==> config.mk <==
export PLATFORM = sky130hd
export DESIGN_NAME = snitch_motion_scheduler
export DESIGN_NICKNAME = d
export VERILOG_FILES = /design/src/rtl/snitch_motion_scheduler_pkg.sv /design/src/rtl/snitch_motion_scheduler_tick_gen.sv /design/src/rtl/snitch_motion_scheduler.sv
export SDC_FILE = /design/constraint.sdc
export NUM_CORES = 1
export LEC_CHECK = 0
export ABC_AREA = 1
export BUFFER_PORTS_ARGS = -buffer_cell sky130_fd_sc_hd__buf_2
export CAP_MARGIN = 20
export CORE_MARGIN = 10
export CORE_UTILIZATION = 56
export CTS_CLUSTER_SIZE = 8
export DETAILED_ROUTE_END_ITERATION = 6
export GPL_ROUTABILITY_DRIVEN = 0
export PLACE_DENSITY_LB_ADDON = 0.2
export SLEW_MARGIN = 20
export SYNTH_ARGS = -nofsm -noshare
export SYNTH_HDL_FRONTEND = slang
export SYNTH_SLANG_ARGS = --single-unit
==> constraint.sdc <==
create_clock -name i_clk -period 2.9 [get_ports i_clk]
set_input_delay 0.29 -clock i_clk [delete_from_list [all_inputs] [get_ports i_clk]]
set_output_delay 0.29 -clock i_clk [all_outputs]
set_load 0.03 [all_outputs]
==> src/rtl/snitch_motion_scheduler_pkg.sv <==
// rtl/snitch_motion_scheduler_pkg.sv - shared state encoding, LFSR taps and arena defaults
package snitch_motion_scheduler_pkg;

    typedef enum logic [1:0] {
        ST_IDLE    = 2'd0,
        ST_ROAM    = 2'd1,
        ST_CAUGHT  = 2'd2,
        ST_RESPAWN = 2'd3
    } snitch_state_e;

    // x^8 + x^6 + x^5 + x^4 + 1, shift-left Fibonacci form
    localparam logic [7:0] LFSR_TAPS = 8'hB8;

    localparam int DEF_TICK_DIV      = 10000000;
    localparam int DEF_STEP          = 10;
    localparam int DEF_X_MIN         = 120;
    localparam int DEF_X_MAX         = 420;
    localparam int DEF_Y_MIN         = 40;
    localparam int DEF_Y_MAX         = 340;
    localparam int DEF_SPRITE        = 100;
    localparam int DEF_RESPAWN_TICKS = 30;
    localparam logic [7:0] DEF_LFSR_SEED = 8'hA5;

    function automatic logic [7:0] lfsr_advance(input logic [7:0] v);
        return {v[6:0], ^(v & LFSR_TAPS)};
    endfunction

endpackage

==> src/rtl/snitch_motion_scheduler_tick_gen.sv <==
// rtl/snitch_motion_scheduler_tick_gen.sv - clock divider producing a one-cycle movement tick
module snitch_motion_scheduler_tick_gen #(
    parameter int TICK_DIV = 10000000
) (
    input  logic i_clk,
    input  logic i_rst_n,
    input  logic i_clear,
    output logic o_tick
);

    localparam int CW = $clog2(TICK_DIV);

    logic [CW-1:0] r_count;
    logic          w_last;

    assign w_last = (r_count == CW'(TICK_DIV - 1));
    // a clear in the terminal cycle suppresses the tick so nothing moves on exit
    assign o_tick = w_last && !i_clear;

    always_ff @(posedge i_clk or negedge i_rst_n) begin
        if (!i_rst_n) begin
            r_count <= '0;
        end else if (i_clear || w_last) begin
            r_count <= '0;
        end else begin
            r_count <= r_count + CW'(1);
        end
    end

endmodule

==> src/rtl/snitch_motion_scheduler.sv <==
// rtl/snitch_motion_scheduler.sv - golden-snitch roam / catch / respawn sequencer
module snitch_motion_scheduler
    import snitch_motion_scheduler_pkg::*;
#(
    parameter int         TICK_DIV      = DEF_TICK_DIV,
    parameter int         STEP          = DEF_STEP,
    parameter int         X_MIN         = DEF_X_MIN,
    parameter int         X_MAX         = DEF_X_MAX,
    parameter int         Y_MIN         = DEF_Y_MIN,
    parameter int         Y_MAX         = DEF_Y_MAX,
    parameter int         SPRITE        = DEF_SPRITE,
    parameter int         RESPAWN_TICKS = DEF_RESPAWN_TICKS,
    parameter logic [7:0] LFSR_SEED     = DEF_LFSR_SEED
) (
    input  logic       i_clk,
    input  logic       i_resetn,
    input  logic       i_powerup,
    input  logic [8:0] i_player_row,
    input  logic [9:0] i_player_col,
    output logic [8:0] o_snitch_row,
    output logic [9:0] o_snitch_col,
    output logic       o_visible,
    output logic       o_caught_pulse,
    output logic [7:0] o_score
);

    localparam int RW = $clog2(RESPAWN_TICKS + 1);
    localparam logic [10:0] C_X_MIN  = 11'(X_MIN);
    localparam logic [10:0] C_X_MAX  = 11'(X_MAX);
    localparam logic [10:0] C_Y_MIN  = 11'(Y_MIN);
    localparam logic [10:0] C_Y_MAX  = 11'(Y_MAX);
    localparam logic [10:0] C_STEP   = 11'(STEP);
    localparam logic [10:0] C_SPRITE = 11'(SPRITE);

    snitch_state_e r_state, w_state;
    logic [8:0]    r_row, w_row;
    logic [9:0]    r_col, w_col;
    logic          r_visible, w_visible;
    logic          r_pulse, w_pulse;
    logic [7:0]    r_score, w_score;
    logic [7:0]    r_lfsr, w_lfsr;
    logic          r_dir_x, w_dir_x;
    logic          r_dir_y, w_dir_y;
    logic [RW-1:0] r_resp, w_resp;

    logic          w_tick, w_tick_clr, w_hit;
    logic [10:0]   w_col_ext, w_row_ext, w_pcol_ext, w_prow_ext;
    logic [10:0]   w_rsp_col_raw, w_rsp_row_raw, w_rsp_col, w_rsp_row;

    assign w_tick_clr = (r_state == ST_IDLE) || !i_powerup;

    snitch_motion_scheduler_tick_gen #(
        .TICK_DIV (TICK_DIV)
    ) u_tick_gen (
        .i_clk   (i_clk),
        .i_rst_n (i_resetn),
        .i_clear (w_tick_clr),
        .o_tick  (w_tick)
    );

    assign w_col_ext  = {1'b0, r_col};
    assign w_row_ext  = {2'b0, r_row};
    assign w_pcol_ext = {1'b0, i_player_col};
    assign w_prow_ext = {2'b0, i_player_row};

    assign w_hit = (w_pcol_ext >= w_col_ext) && (w_pcol_ext < w_col_ext + C_SPRITE) &&
                   (w_prow_ext >= w_row_ext) && (w_prow_ext < w_row_ext + C_SPRITE);

    assign w_rsp_col_raw = C_X_MIN + 11'(r_lfsr[7:4]) * C_STEP;
    assign w_rsp_row_raw = C_Y_MIN + 11'(r_lfsr[3:0]) * C_STEP;
    assign w_rsp_col     = (w_rsp_col_raw > C_X_MAX) ? C_X_MAX : w_rsp_col_raw;
    assign w_rsp_row     = (w_rsp_row_raw > C_Y_MAX) ? C_Y_MAX : w_rsp_row_raw;

    always_comb begin
        w_state   = r_state;
        w_row     = r_row;
        w_col     = r_col;
        w_visible = r_visible;
        w_pulse   = 1'b0;
        w_score   = r_score;
        w_lfsr    = w_tick ? lfsr_advance(r_lfsr) : r_lfsr;
        w_dir_x   = r_dir_x;
        w_dir_y   = r_dir_y;
        w_resp    = r_resp;

        if (r_state == ST_IDLE) begin
            if (i_powerup) begin
                w_state   = ST_ROAM;
                w_visible = 1'b1;
            end
        end else if (!i_powerup) begin
            w_state   = ST_IDLE;
            w_visible = 1'b0;
            w_resp    = '0;
        end else begin
            case (r_state)
                ST_ROAM: begin
                    if (w_hit) begin
                        w_state   = ST_CAUGHT;
                        w_pulse   = 1'b1;
                        w_visible = 1'b0;
                        w_score   = (r_score == 8'hFF) ? r_score : r_score + 8'd1;
                    end else if (w_tick) begin
                        // random flip uses the pre-advance LFSR, bounce reverses after it
                        w_dir_x = r_dir_x ^ (r_lfsr[1:0] == 2'b00);
                        w_dir_y = r_dir_y ^ (r_lfsr[3:2] == 2'b00);
                        if (w_dir_x) begin
                            if (w_col_ext + C_STEP > C_X_MAX) begin
                                w_col   = 10'(C_X_MAX);
                                w_dir_x = 1'b0;
                            end else begin
                                w_col = 10'(w_col_ext + C_STEP);
                            end
                        end else if (w_col_ext < C_X_MIN + C_STEP) begin
                            w_col   = 10'(C_X_MIN);
                            w_dir_x = 1'b1;
                        end else begin
                            w_col = 10'(w_col_ext - C_STEP);
                        end
                        if (w_dir_y) begin
                            if (w_row_ext + C_STEP > C_Y_MAX) begin
                                w_row   = 9'(C_Y_MAX);
                                w_dir_y = 1'b0;
                            end else begin
                                w_row = 9'(w_row_ext + C_STEP);
                            end
                        end else if (w_row_ext < C_Y_MIN + C_STEP) begin
                            w_row   = 9'(C_Y_MIN);
                            w_dir_y = 1'b1;
                        end else begin
                            w_row = 9'(w_row_ext - C_STEP);
                        end
                    end
                end
                ST_CAUGHT: begin
                    w_state = ST_RESPAWN;
                    w_resp  = '0;
                end
                default: begin
                    if (w_tick) begin
                        if (r_resp == RW'(RESPAWN_TICKS - 1)) begin
                            w_col     = 10'(w_rsp_col);
                            w_row     = 9'(w_rsp_row);
                            w_visible = 1'b1;
                            w_state   = ST_ROAM;
                        end else begin
                            w_resp = r_resp + RW'(1);
                        end
                    end
                end
            endcase
        end
    end

    always_ff @(posedge i_clk or negedge i_resetn) begin
        if (!i_resetn) begin
            r_state   <= ST_IDLE;
            r_row     <= 9'(Y_MIN);
            r_col     <= 10'(X_MIN);
            r_visible <= 1'b0;
            r_pulse   <= 1'b0;
            r_score   <= 8'd0;
            r_lfsr    <= LFSR_SEED;
            r_dir_x   <= 1'b1;
            r_dir_y   <= 1'b1;
            r_resp    <= '0;
        end else begin
            r_state   <= w_state;
            r_row     <= w_row;
            r_col     <= w_col;
            r_visible <= w_visible;
            r_pulse   <= w_pulse;
            r_score   <= w_score;
            r_lfsr    <= w_lfsr;
            r_dir_x   <= w_dir_x;
            r_dir_y   <= w_dir_y;
            r_resp    <= w_resp;
        end
    end

    assign o_snitch_row   = r_row;
    assign o_snitch_col   = r_col;
    assign o_visible      = r_visible;
    assign o_caught_pulse = r_pulse;
    assign o_score        = r_score;

endmodule

==> results of run 1 <==
## cell type report
| class | instances | area (um^2) | area share [%] |
|---|---|---|---|
| multi-input cells | 662 | 3840 | 57.9 |
| inverters | 93 | 360 | 5.43 |
| clock inverters | 6 | 88.8 | 1.34 |
| clock buffers | 10 | 128 | 1.92 |
| well taps | 136 | 170 | 2.57 |
| flip-flops and latches | 68 | 1720 | 25.9 |
| repair buffers | 58 | 328 | 4.94 |
## flip-flops by register name (all words and copies together), names as in the netlist, 2 cells and up
signal,flops
o_snitch_col,9
o_snitch_row,8
r_state,2
r_resp,5
o_score,8
u_tick_gen.r_count,24
r_lfsr,8
## through the flow
step	setup slack, ns	setup TNS (ns)	instances	cell area [um^2]	hold WS, ns
floorplan	0.276	0	840	5980	-0.00559
global placement	0.158	0	1015	6340	0.444
detailed placement	0.0958	0	1015	6340	0.461
CTS	0.0800	0	1031	6560	0.0919
global route	-0.00612	-0.00612	1033	6630	0.137
finish	0.192	0	1033	6630	0.0713
## power groups by stage
stage | Combinational (W) | Sequential [W] | Clock, W
final | 0.000746 | 0.00103 | 0.000859
after global routing | 0.000853 | 0.00104 | 0.000912
after CTS | 0.000736 | 0.00103 | 0.000880
after detailed placement | 0.000732 | 0.00105 | 0
after global placement | 0.000701 | 0.00105 | 0
after floorplan | 0.000499 | 0.00107 | 0
## final timing paths
| check | cells past startpoint | from | endpoint | slack, ns |
|---|---|---|---|---|
| worst max-delay path | 17 | o_snitch_col[3] | o_snitch_row[5] | 0.19 |
| worst min-delay path | 1 | i_resetn | u_tick_gen.r_count[0] | 0.07 |
| worst max register to register | 17 | o_snitch_col[3] | o_snitch_row[5] | 0.19 |
| worst min register to register | 1 | u_tick_gen.r_count[0] | u_tick_gen.r_count[0] | 0.46 |
| max in group asynchronous | 2 | i_resetn | r_lfsr[0] | 2.00 |
| min in group i_clk | 3 | i_powerup | r_resp[2] | 0.25 |
## routing by layer
metal  vias up  track usage, %  share of wire (%)  routed length (um)
li1       2860               -                  -                   -
met1      2618            22.9                 44                6260
met2       128            32.4                 49                6960
met3        32            3.01                4.7                 671
met4         0            8.08                2.5                 351
met5         -               0                  0                   0
## worst max-delay path, cell delays in order (launching register included)
cell,delay (ns)
dfstp_2,0.56
ha_4,0.15
nand2_2,0.07
nand2_1,0.09
nand2_1,0.06
xor2_1,0.16
ha_1,0.31
a21o_1,0.16
nand3_1,0.07
nand2_1,0.06
nor2_1,0.12
nand3_2,0.10
nor2_4,0.19
nand3_2,0.11
nand2_4,0.15
buf_6,0.13
nand2_1,0.05
o21ai_1,0.09
## cells by family after synthesis
family | count (synthesis) | share of synthesized area [%]
flip-flops | 68 | 28.7
other | 1 | 0.0628
adder cells (fa/ha/maj) | 66 | 14.1
buffers and inverters | 110 | 7.73
AND/OR/NAND/NOR | 439 | 32.7
AO/OA/AOI/OAI | 108 | 9.68
XOR/XNOR | 47 | 7.02
## cell usage after synthesis (2+ instances only)
cell and instances:
inv_2 4, buf_2 5, o21ai_0 40, nor3_1 14, inv_1 86, nor2_4 2
nand3b_1 8, a31oi_1 5, nor3b_1 2, nor2_2 6, nor2_1 84, dfrtp_1 56
clkinv_1 3, dfstp_2 12, buf_4 7, a21o_1 4, fa_1 2, xnor2_1 9
nand2_1 224, clkbuf_1 2, nor3_2 4, nand4_1 26, o21ai_1 6, ha_1 64
or2_2 2, o21a_1 4, buf_6 2, nor4_1 3, nand3_4 2, nand3_1 57
a21oi_1 45, nand2_2 3, xor2_1 37
==> out/metrics.csv, run 1 <==
stage;metric;value;unit
power;p_comb_share;28.3;%
clock_tree;cts_post_setup_buffers_inserted;0;
worst_setup_path;worst_ep_arrival_time;2.99;ns
power;p_seq_share;39.2;%
clock_tree;clk_latency;0.36;ns
synth;main_area_contributors_after_synthesis;dfrtp_1 (23%), nand2_1 (14%), ha_1 (13%);
clock_tree;path_clk_slew;0.08;ns
global_routing;grt_first_pass_wirelength;23900;um
drt;wirelength;14200;um
run_status;run_status;finished, final reports clean;
clock_tree;clock_tree.buffer_depth;2;
worst_setup_path;endpoint_kind;flop;
global_routing;grt.total_usage;18.8;%
drt;vias;5638;
worst_setup_path;cp-start-kind;flop;
floorplan;die_h;123;um
place;detailedPlacementHpwl;11000;um
power;power.net_switching;0.000923;W
clock_tree;cts_hold_buffers;0;
sta;finClkSkew;0.0125;ns
final_layout;post_route_cells_drive_above_1_share;13.3;%
worst_setup_path;criticalPathCategory;reg2reg;
power;irDropWorstVdd;0.387;mV
global_routing;globalRouteOverflowTotal;0;
sta;period_utilisation_layout;93.4;%
global_routing;first_global_vias;5391;
final_layout;nFillCells;924;
sta;max_slew_margin;38.3;%
floorplan;fp.dieArea;15200;um^2
synth;synthArstFlopShare;100;%
final_layout;layout.cells.most_common;nand2_1;
final_layout;num-nets-final;980;
sta;fmax;0.369;GHz
worst_setup_path;worst_ep_required;3.18;ns
drt;firstDrtPassIters;5;
synth;syn_inst;839;
drt;number_of_drc_violations_after_detailed_routing;0;
clock_tree;cts_sinks;68;
synth;synth_flop_cell;dfrtp_1;
floorplan;floorplan.initialDensity;57.6;%
synth;synth.lib_cells_used.distinct;42;
drt;detail-route-antenna-nets;0;
clock_tree;cts_resized;0;
worst_setup_path;critPathMaxFanout;6;
synth;synth_enable_flop_cells;0;
power;power_report.internal_total;0.00172;W
hold_path;hold_crit_path_type;in2async;
floorplan;design.core.area;10400;um^2
sta;final_period_minus_worst_setup_slack;2.71;ns
flow_run;drv_cap;0;
clock_tree;clk_root_buffer_cell;clkbuf_8;
power;power_leakage;3.34;nW
power;power_density;398;nW/um^2
final_layout;post-route-util;64.0;%
clock_tree;cts_buffers;9;
power;power_switching_share;35.0;%
final_layout;mostFrequentLayoutCells;nand2_1 (222), inv_1 (86), nor2_1 (83);
drt;avgViaCountPerCell;5.46;
final_layout;antenna_cells;0;
sta;final_setup_fails;0;
clock_tree;htreeDepth;3;
final_layout;area_delta_synth_final;11.1;%
synth;post-synth-top-area-cell;dfrtp_1;
sta;worst-slew-pin-transition;0.926;ns
synth;synthesis.area_per_instance;7.12;um^2
synth;netlist.area_leader.share;23.5;%
floorplan;fp.dieW;123;um
synth;yosys_warnings;0;
global_routing;maximum_number_of_pins_on_one_net_before_global_route_repair;42;
sta;final_hold_viol_count;0;
power;total_power;0.00264;W
place;place.port_buffers;46;
sta;timing_max_transition_violations_final;0;
floorplan;num_rows;37;
drt;wire_per_inst;13.8;um
floorplan;number_of_top_level_pins;51;
synth;post_synthesis_cell_area;5970;um^2
synth;synth_seq_cells;68;
power;clkPwrFrac;32.6;%
global_routing;grt_antenna_before_repair;0;
drt;1st_iter_drt_viols;329;
clock_tree;cts_tree;done;
synth;synth-seq-area-share;28.7;%
Power figures use the tool's default switching activity.
==> run 2: changes to the inputs <==
CORE_MARGIN = 4   (was 10)
==> out/metrics.csv, run 2 (synthesized netlist as in run 1, its figures left out) <==
stage;metric;value;unit;change
run_status;run_status;finished, final reports clean;;unchanged
final_layout;num-nets-final;985;;was 980
drt;wire_per_inst;13.4;um;was 13.8 um
final_layout;nFillCells;912;;was 924
final_layout;post_route_cells_drive_above_1_share;13.6;%;was 13.3%
floorplan;number_of_top_level_pins;51;;unchanged
power;power_density;384;nW/um^2;was 398 nW/um^2
clock_tree;cts_tree;done;;unchanged
sta;worst-slew-pin-transition;0.939;ns;was 0.926 ns
worst_setup_path;endpoint_kind;flop;;unchanged
clock_tree;clk_latency;0.36;ns;about the same
worst_setup_path;critPathMaxFanout;8;;was 6
clock_tree;clk_root_buffer_cell;clkbuf_8;;unchanged
place;pre_cts_ws;0.0856;ns;was 0.0958 ns
sta;final_setup_fails;0;;unchanged
place;place.port_buffers;46;;unchanged
power;irDropWorstVdd;0.411;mV;was 0.387 mV
final_layout;layout.cells.most_common;nand2_1;;unchanged
drt;detail-route-antenna-nets;0;;unchanged
drt;avgViaCountPerCell;5.48;;was 5.46
sta;timing_max_transition_violations_final;0;;unchanged
drt;wirelength;13900;um;was 14,200 um
worst_setup_path;worst_ep_arrival_time;3.05;ns;was 2.99 ns
global_routing;globalRouteOverflowTotal;0;;unchanged
final_layout;mostFrequentLayoutCells;nand2_1 (223), inv_1 (86), nor2_1 (82);;was nand2_1 (222), inv_1 (86), nor2_1 (83)
clock_tree;clock_tree.buffer_depth;2;;unchanged
sta;finClkSkew;0.0108;ns;was 0.0125 ns
clock_tree;cts_buffers;9;;unchanged
final_layout;max_flop_register;u_tick_gen.r_count;;unchanged
sta;fmax;0.363;GHz;was 0.369 GHz
global_routing;first_global_vias;5360;;was 5,391
power;power_leakage;3.36;nW;was 3.34 nW
floorplan;num_rows;37;;unchanged
drt;number_of_drc_violations_after_detailed_routing;0;;unchanged
global_routing;maximum_number_of_pins_on_one_net_before_global_route_repair;42;;unchanged
drt;1st_iter_drt_viols;379;;was 329
clock_tree;htreeDepth;3;;unchanged
final_layout;area_delta_synth_final;11.6;%;was 11.1%
sta;max_slew_margin;37.4;%;was 38.3%
sta;timing.final.ws_setup;0.147;ns;was 0.192 ns
floorplan;design.core.area;10400;um^2;unchanged
sta;period_utilisation_layout;94.9;%;was 93.4%
sta;final_period_minus_worst_setup_slack;2.75;ns;was 2.71 ns
global_routing;grt_first_pass_wirelength;23700;um;was 23,900 um
final_layout;largest_reg_flops;24;;unchanged
global_routing;grt.total_usage;22.6;%;was 18.8%
worst_setup_path;criticalPathCategory;reg2reg;;unchanged
sta;final_hold_viol_count;0;;unchanged
place;cell_area_after_placement;6370;um^2;was 6340 um^2
hold_path;hold_crit_path_type;in2async;;unchanged
flow_run;drv_cap;0;;unchanged
floorplan;fp.dieW;111;um;was 123 um
drt;vias;5689;;was 5,638
final_layout;instances_no_fill;1038;;was 1,033
floorplan;fp.dieArea;12400;um^2;was 15,200 um^2
place;dp.cells;1018;;was 1,015
global_routing;grt_antenna_before_repair;0;;unchanged
final_layout;antenna_cells;0;;unchanged
place;detailedPlacementHpwl;10700;um;was 11,000 um
worst_setup_path;worst_ep_required;3.20;ns;was 3.18 ns
clock_tree;cts_sinks;68;;unchanged
drt;firstDrtPassIters;6;;was 5
floorplan;floorplan.initialDensity;57.6;%;unchanged
floorplan;die_h;111;um;was 123 um
worst_setup_path;cp-start-kind;flop;;unchanged
clock_tree;path_clk_slew;0.08;ns;about the same
final_layout;finalInstanceArea;6670;um^2;was 6630 um^2
## run 2: cell count changes in the layout (fill, tap and decap cells not counted)
cell,previous run,this run
clkbuf_16,0,1
bufinv_16,2,1
buf_4,10,15
nand2_1,222,223
nor2_1,83,82
buf_12,0,1
nor2_2,6,7
nand2_2,3,2
buf_6,2,0
clkinv_1,2,3
## run 2: final cells by class
cell class	count	area, um^2	share of cell area (%)
clock inverter	6	66.3	0.995
tap	136	170	2.55
inverter	93	357	5.35
sequential	68	1720	25.7
multi-input combinational	662	3840	57.6
timing repair buffer	63	388	5.82
clock buffer	10	128	1.91
## run 2: worst paths after layout
kind	startpoint	endpoint	slack (ns)	cells past startpoint
max	o_snitch_col[3]	o_snitch_row[6]	0.15	17
min	i_resetn	u_tick_gen.r_count[2]	0.07	1
max reg2reg	o_snitch_col[3]	o_snitch_row[6]	0.15	17
min reg2reg	u_tick_gen.r_count[0]	u_tick_gen.r_count[0]	0.47	1
max in group asynchronous	i_resetn	r_lfsr[7]	2.00	2
min in group i_clk	i_powerup	r_resp[2]	0.26	3
## run 2: per-layer routing
metal  global-route usage, %  wire [um]  share of wire, %
met1                    29.9       6360                46
met2                    37.0       6580                47
met3                    3.66        617               4.4
met4                    9.08        320               2.3
met5                       0          0                 0
## run 2: critical path: stages, from the launching register on
cell	delay, ns
dfstp_2	0.56
ha_4	0.14
nand2_1	0.09
nand2_1	0.10
nand2_1	0.06
xor2_1	0.16
ha_1	0.33
a21o_1	0.16
nand3_1	0.07
nand2_1	0.06
nor2_2	0.11
nand3_2	0.10
nor2_4	0.18
nand3_2	0.11
nand2_4	0.16
clkbuf_16	0.17
nand2_1	0.05
nand2_1	0.07
## run 2: repair_timing
action | 4_1_cts | 5_1_grt
buffers inserted | 0 | 3
hold buffers | 0 | 0
endpoints found under the setup margin | 0 | 30
resized for setup | 0 | 14
## run 2: per-stage QoR
stage	hold WS [ns]	TNS, ns	utilization [%]	power, W
2_1_floorplan	-0.00559	0	-	0.00157
3_3_place_gp	0.447	0	61.5	0.00177
3_5_place_dp	0.458	0	61.5	0.00179
4_1_cts	0.101	0	63.3	0.00257
5_1_grt	0.148	-0.0133	64.3	0.00272
6_report	0.0665	0	64.3	0.00256
## run 2: report_power, final
group          leakage (nW)  switching, W  internal [W]  total (W)
Sequential            0.899     0.0000396      0.000993    0.00103
Clock                0.0885      0.000381      0.000396   0.000777
Combinational          2.37      0.000508      0.000244   0.000753
==> run 3: changes to the inputs <==
RECOVER_POWER = 50   (was default)
==> out/metrics.csv, run 3 (synthesized netlist as in run 1, its figures left out) <==
stage;metric;value;unit;change
power;irDropWorstVdd;0.407;mV;was 0.411 mV
global_routing;grt_first_pass_wirelength;23700;um;unchanged
floorplan;die_h;111;um;unchanged
sta;timing_max_transition_violations_final;42;;was 0
global_routing;globalRouteOverflowTotal;0;;unchanged
power;power_density;385;nW/um^2;was 384 nW/um^2
clock_tree;clk_root_buffer_cell;clkbuf_8;;unchanged
drt;avgViaCountPerCell;5.48;;about the same
clock_tree;clock_tree.buffer_depth;2;;unchanged
final_layout;nFillCells;923;;was 912
sta;fin_setup_tns;0;ns;unchanged
worst_setup_path;critPathMaxFanout;3;;was 8
clock_tree;cts_hold_buffers;0;;unchanged
power;clkPwrFrac;30.4;%;was 30.3%
final_layout;post_route_cells_drive_above_1_share;12.0;%;was 13.6%
global_routing;maximum_number_of_pins_on_one_net_before_global_route_repair;42;;unchanged
power;p_comb_share;29.2;%;was 29.4%
power;power_leakage;3.30;nW;was 3.36 nW
power;power.net_switching;0.000930;W;was 0.000929 W
final_layout;post-route-util;64.1;%;was 64.3%
clock_tree;path_clk_slew;0.08;ns;about the same
final_layout;max_flop_register;u_tick_gen.r_count;;unchanged
run_status;run_status;complete, but fails checks;;was finished, final reports clean
place;detailedPlacementHpwl;10700;um;unchanged
clock_tree;cts_sinks;68;;unchanged
sta;fmax;0.363;GHz;about the same
sta;max_slew_margin;-49.9;%;was 37.4%
global_routing;grt_antenna_before_repair;0;;unchanged
final_layout;layout.cells.most_common;nand2_1;;unchanged
place;place.port_buffers;46;;unchanged
place;pre_cts_ws;0.0856;ns;unchanged
final_layout;ff_latch_area;1720;um^2;unchanged
final_layout;antenna_cells;0;;unchanged
floorplan;num_rows;37;;unchanged
hold_path;hold_crit_path_type;in2reg;;was in2async
final_layout;mostFrequentLayoutCells;nand2_1 (223), inv_1 (86), nor2_1 (82);;unchanged
sta;period_utilisation_layout;94.9;%;about the same
drt;1st_iter_drt_viols;375;;was 379
sta;final_setup_fails;0;;unchanged
floorplan;fp.dieW;111;um;unchanged
sta;final_hold_viol_count;0;;unchanged
clock_tree;htreeDepth;3;;unchanged
drt;wire_per_inst;13.4;um;about the same
floorplan;floorplan.initialDensity;57.6;%;unchanged
clock_tree;cts_tree;done;;unchanged
drt;wirelength;13900;um;about the same
power;power_switching_share;36.4;%;was 36.2%
global_routing;first_global_vias;5360;;unchanged
drt;vias;5688;;was 5,689
clock_tree;cts_buffers;9;;unchanged
drt;firstDrtPassIters;6;;unchanged
sta;worst-slew-pin-transition;2.25;ns;was 0.939 ns
flow_run;drv_cap;1;;was 0
sta;final_period_minus_worst_setup_slack;2.75;ns;about the same
final_layout;largest_reg_flops;24;;unchanged
worst_setup_path;worst_ep_arrival_time;3.00;ns;was 3.05 ns
drt;detail-route-antenna-nets;0;;unchanged
global_routing;grt.total_usage;22.6;%;unchanged
floorplan;fp.dieArea;12400;um^2;unchanged
drt;number_of_drc_violations_after_detailed_routing;0;;unchanged
final_layout;num-nets-final;985;;unchanged
power;p_seq_share;40.4;%;was 40.3%
final_layout;area_delta_synth_final;11.3;%;was 11.6%
sta;finClkSkew;0.0116;ns;was 0.0108 ns
run_status;violations;max-capacitance violations, max-slew violations;;
final_layout;multi_input_area;3840;um^2;unchanged
worst_setup_path;worst_ep_required;3.15;ns;was 3.20 ns
worst_setup_path;endpoint_kind;flop;;unchanged
floorplan;number_of_top_level_pins;51;;unchanged
worst_setup_path;cp-start-kind;flop;;unchanged
worst_setup_path;criticalPathCategory;reg2reg;;unchanged
sta;timing.final.ws_setup;0.148;ns;was 0.147 ns
floorplan;design.core.area;10400;um^2;unchanged
clock_tree;clk_latency;0.36;ns;about the same
power;power_report.internal_total;0.00163;W;about the same
run 3: cell types whose count changed in the layout (fill, tap and decap cells not counted), sizes merged:
cell,change
buf,-16
clkbuf,+16
run 3: timing repair:
| item | 4_1_cts | 5_1_grt |
|---|---|---|
| buffers inserted | 0 | 3 |
| resized for setup | 0 | 14 |
| setup endpoints to repair | 0 | 30 |
run 3: path summary, 6_finish.rpt:
| path | from | to | slack, ns | depth (start not counted) |
|---|---|---|---|---|
| min | i_powerup | r_resp[2] | 0.26 | 3 |
| max reg2reg | o_snitch_col[3] | o_caught_pulse | 0.15 | 15 |
| max | o_snitch_col[3] | o_caught_pulse | 0.15 | 15 |
| max in group asynchronous | i_resetn | r_resp[0] | 0.83 | 2 |
| min reg2reg | u_tick_gen.r_count[0] | u_tick_gen.r_count[0] | 0.47 | 1 |
| min in group asynchronous | i_resetn | u_tick_gen.r_count[2] | 0.59 | 1 |
run 3: area by class of cell:
class,count,area share (%)
inverters,93,5.37
clock inverters,6,0.998
repair buffers,63,5.48
well taps,136,2.56
multi-input cells,662,57.8
clock buffers,10,1.92
flip-flops and latches,68,25.8
run 3: power by group through the flow:
stage / Combinational (W) / Clock, W / Sequential (W)
6_report: 0.000747 / 0.000778 / 0.00103
5_1_grt: 0.000843 / 0.000834 / 0.00104
4_1_cts: 0.000744 / 0.000795 / 0.00103
3_5_place_dp: 0.000735 / 0 / 0.00105
3_3_place_gp: 0.000718 / 0 / 0.00105
2_1_floorplan: 0.000499 / 0 / 0.00107
run 3: per-stage QoR:
stage,total power [W],hold WS (ns),std cells,instance area [um^2]
3_5_place_dp,0.00179,0.458,1018,6370
3_3_place_gp,0.00177,0.447,1018,6370
4_1_cts,0.00257,0.101,1034,6570
6_report,0.00256,0.265,1038,6640
5_1_grt,0.00272,0.304,1038,6640
2_1_floorplan,0.00157,-0.00559,840,5980
run 3: worst max-delay path: stages, from the launching register on:
cell	delay (ns)
dfstp_2	0.56
ha_4	0.14
nand2_1	0.09
nand2_1	0.10
nand2_1	0.06
xor2_1	0.16
ha_1	0.33
a21o_1	0.16
nand3_1	0.07
nand2_1	0.06
nor2_2	0.11
nand3_2	0.10
nor2_4	0.18
nand2_4	0.10
buf_4	0.16
nor3_1	0.24
run 3: per-layer routing:
| layer | wire (um) | GRT usage (%) | up-vias |
|---|---|---|---|
| met2 | 6600 | 37.0 | 158 |
| met5 | 0 | 0 | - |
| li1 | - | - | 2866 |
| met1 | 6380 | 29.9 | 2640 |
| met4 | 314 | 9.08 | 0 |
| met3 | 590 | 3.66 | 24 |
